File: src/rtl/shift_compare_checker_pkg.sv
// Shared types and helpers for the shift-register comparison checker.
package shift_compare_checker_pkg;

    typedef enum logic [1:0] {
        ST_IDLE   = 2'd0,
        ST_WARMUP = 2'd1,
        ST_CHECK  = 2'd2,
        ST_DONE   = 2'd3
    } state_e;

    localparam logic [7:0] ERR_NONE = 8'hFF;

    function automatic logic [7:0] sat_inc(input logic [7:0] v);
        logic [7:0] r;
        if (v == 8'hFF) begin
            r = v;
        end else begin
            r = v + 8'd1;
        end
        return r;
    endfunction

endpackage

File: src/rtl/shift_compare_checker_expect_delay_line.sv
// Reference delay line: predicts what an ideal one- or two-stage register chain
// should present, plus a fill counter telling when the prediction is trustworthy.
module expect_delay_line
    import shift_compare_checker_pkg::*;
#(
    parameter int WIDTH = 4,
    parameter int C_LAT = 2
) (
    input  logic             clk,
    input  logic             rst,
    input  logic [WIDTH-1:0] a,
    output logic [WIDTH-1:0] b_exp,
    output logic [WIDTH-1:0] c_exp,
    output logic             hist_ok
);

    localparam logic [1:0] FILL_NEED = 2'(C_LAT);

    logic [WIDTH-1:0] h0_q, h0_d;
    logic [WIDTH-1:0] h1_q, h1_d;
    logic [1:0]       fill_q, fill_d;

    // History shifts unconditionally; fill saturates so it never wraps to "empty".
    always_comb begin
        h0_d = a;
        h1_d = h0_q;
        if (fill_q == 2'd3) begin
            fill_d = fill_q;
        end else begin
            fill_d = fill_q + 2'd1;
        end
    end

    // History and fill registers.
    always_ff @(posedge clk) begin
        if (rst) begin
            h0_q   <= '0;
            h1_q   <= '0;
            fill_q <= 2'd0;
        end else begin
            h0_q   <= h0_d;
            h1_q   <= h1_d;
            fill_q <= fill_d;
        end
    end

    assign b_exp   = h0_q;
    assign c_exp   = (C_LAT == 1) ? h0_q : h1_q;
    assign hist_ok = (fill_q >= FILL_NEED);

endmodule

File: config.mk
export PLATFORM = sky130hd
export DESIGN_NAME = expect_delay_line
export DESIGN_NICKNAME = d
export VERILOG_FILES = /design/src/rtl/shift_compare_checker_pkg.sv /design/src/rtl/shift_compare_checker_expect_delay_line.sv
export SDC_FILE = /design/constraint.sdc
export NUM_CORES = 1
export LEC_CHECK = 0
export BUFFER_PORTS_ARGS = -buffer_cell sky130_fd_sc_hd__buf_2
export CAP_MARGIN = 0
export CORE_AREA = 3 3 40 42
export CTS_BUF_LIST = sky130_fd_sc_hd__clkbuf_8
export DETAILED_ROUTE_END_ITERATION = 12
export DIE_AREA = 0 0 43 45
export GPL_TIMING_DRIVEN = 0
export HOLD_SLACK_MARGIN = 0.05
export PLACE_DENSITY = 0.45
export SETUP_SLACK_MARGIN = 0.05
export SLEW_MARGIN = 25
export SYNTH_ARGS = -nofsm -noshare
export SYNTH_HDL_FRONTEND = slang
export SYNTH_SLANG_ARGS = --single-unit
File: constraint.sdc
create_clock -name clk -period 1.3 [get_ports clk]
set_input_delay 0.13 -clock clk [delete_from_list [all_inputs] [get_ports clk]]
set_output_delay 0.13 -clock clk [all_outputs]
set_load 0.02 [all_outputs]
==> out/qor.yml <==
yosys:
  postSynth.asyncResetShare_pct: 0
  yosysMostFrequentCell: "dfxtp_1"
  ys_seq_area_share_pct: 63.2
  ys_top_cells_by_area: "dfxtp_1 (63%), nor2b_1 (16%), ha_1 (7.9%)"
  synth_cells: 27
  syn_avg_cell_area_um2: 11.7
  synth_seq_cells: 10
  syn-num-nets: 35
  synth.largest_area_cell: "dfxtp_1"
  synth_edf_count: 0
  ys.flop_type: "dfxtp_1"
  yosys-top-cells-count: "dfxtp_1 (10), nor2b_1 (8), ha_1 (2)"
  synth_top_area_share_pct: 63.2
  synth_warnings: 0
  syn_area_um2: 317
  synth_cell_types: 10
setup_path:
  crit_path_max_fanout: 2
  worstPathArrival_ns: 1.09
  critPathMaxStageDelay_ns: 0.33
  crit_slowest_cell: "dfxtp_2"
  crit_path_end_kind: "primary output"
  path_cells: "inv_2, ha_4, or2_4, buf_6"
  rr_startpoint: "fill_q[0]$_SDFFE_PP0P_"
  worstPathRequired_ns: 1.17
  r2r_cells: 4
  start_kind: "flip-flop"
  r2r-end: "fill_q[1]$_SDFFE_PP0P_"
  critical_path_class: "reg2out"
  r2r_slack_ns: 0.18
cts:
  clk_latency_ns: 0.22
  htreeDepth: 1
  clockBufferDepth: 2
  tritoncts: "yes"
  cts_made_buffers: 3
  cts.sinks: 10
  hold_buffers: 0
  path_clk_slew_ns: 0.04
  clockRootBuffer: "clkbuf_8"
sta:
  max_freq_mhz: 821
  slew_viol_final: 0
  relSlewSlack_pct: 88.1
  hold_viol_final: 0
  worst_slew_pin_slew_ns: 0.179
  post-route-period-util_pct: 93.7
  setup_viol: 0
  rsz0062_at_grt: "false"
  final.min_clock_period_ns: 1.22
  clock_skew_ns: 0.00175
  setup_tns_ns: 0
final_layout:
  layout-drive-gt1-share_pct: 53.3
  diodes: 0
  design_area_um2: 478
  finish.net_count: 55
  syn2layout_area_growth_pct: 51.0
global_route:
  grt_usage_pct: 6.10
  first_global_vias: 217
  antenna_found_initial: 0
  grt_max_degree: 11
  grt_overflow_total: 0
  grt_pass1_wl_um: 828
worst_hold_path:
  whs_endpoint: "b_exp[3]$_SDFF_PP0_"
  hold_start: "a[3]"
  hold_depth: 2
  hp-class: "in2reg"
power:
  p_leak_uw: 0.000231
  p_per_area_nw_per_um2: 1730
  power_uw: 829
  ir_worst_vdd_mv: 0.676
run_status:
  status: "completed"
die:
  die_h_um: 45
  initial_core_util_pct: 24.6
  placementRows: 13
  die_area_um2: 1940
  io_pins: 15
  dieWidth_um: 43
  coreArea_um2: 1280
route:
  dr.pass1.iters: 2
  drc: 0
  wire_per_inst_um: 9.07
  drt_first_iter_violations: 2
  avgViaCountPerCell: 3.67
  ant_nets: 0
  totalWireLength_um: 544
  vias: 220
placement:
  portBuffers: 14
  gp_congestion: 0.569
  dp_hpwl_um: 409
  post_dp_cell_area_um2: 405
job:
  drv_cap: 0
[cell usage in the layout, fill, tap and decap left out]
cell,n
buf_6,1
nand2_1,1
a21oi_2,1
nor2b_1,8
ha_4,1
buf_4,1
dfxtp_1,8
dfxtp_2,2
ha_1,1
clkbuf_8,3
inv_2,1
xor2_1,1
nor2_1,1
buf_2,13
or2_4,1
or2_1,1
[logic make-up after synthesis]
logic type,share of synthesized area (%)
xor+xnor,2.77
fa+ha+maj,7.90
buf+inv,1.18
simple gates,22.1
compound gates,2.77
flops,63.2
[power by group]
| part | leakage, uW | total [uW] | switching (uW) | internal [uW] |
|---|---|---|---|---|
| clock | 0.0000216 | 300 | 99.4 | 201 |
| sequential | 0.0000834 | 356 | 19.3 | 337 |
| combinational | 0.000126 | 173 | 79.7 | 93.0 |
[what timing repair did]
action / 4_1_cts / 5_1_grt
setup endpoints to repair: 1 / 1
hold endpoints to repair: 0 / 0
setup buffers: 1 / 0
gates resized for setup: 4 / 4
[flip-flops by register name, indices dropped and copies added (netlist names)]
register,cells
b_exp,4
c_exp,4
fill_q,2
[per-layer routing]
layer | wire length (um) | vias to the layer above | track usage, %
li1 | - | 119 | -
met1 | 200 | 95 | 6.59
met2 | 303 | 6 | 9.28
met3 | 40 | 0 | 3.59
met4 | 0 | 0 | 3.61
met5 | 0 | - | 0
[critical path: cells and delay by family, from the launching register on]
kind / cells / cell delay [ns]
AND/OR/NAND/NOR: 1 / 0.22
adder cells (fa/ha/maj): 1 / 0.15
flip-flops: 1 / 0.33
buffers and inverters: 2 / 0.18
[metrics by stage]
stage / std cells / setup WS, ns / hold slack [ns] / utilization [%]
6_report: 60 / 0.0815 / 0.112 / 37.2
5_1_grt: 60 / 0.0519 / 0.118 / 37.2
4_1_cts: 60 / 0.0534 / 0.110 / 36.1
3_5_place_dp: 56 / 0.148 / 0.343 / 31.5
3_3_place_gp: 56 / 0.181 / 0.338 / 31.5
2_1_floorplan: 27 / 0.256 / 0.192 / -
[how the worst max path moves through the flow]
stage	end	slack, ns	startpoint	cells past startpoint
after floorplan	fill_q[1]$_SDFFE_PP0P_	0.26	fill_q[0]$_SDFFE_PP0P_	4
after global placement	hist_ok	0.18	fill_q[0]$_SDFFE_PP0P_	4
after detailed placement	hist_ok	0.15	fill_q[0]$_SDFFE_PP0P_	4
after CTS	hist_ok	0.05	fill_q[0]$_SDFFE_PP0P_	4
after global routing	hist_ok	0.05	fill_q[0]$_SDFFE_PP0P_	4
final	hist_ok	0.08	fill_q[0]$_SDFFE_PP0P_	4
[cell type report]
type                    count  area [um^2]
fillers                   138          807
repair buffers             15         83.8
multi-input cells          16          128
inverters                   1         3.75
well taps                  15         18.8
flip-flops and latches     10          203
clock buffers               3         41.3
No activity file was read; power rests on OpenSTA's default activity.
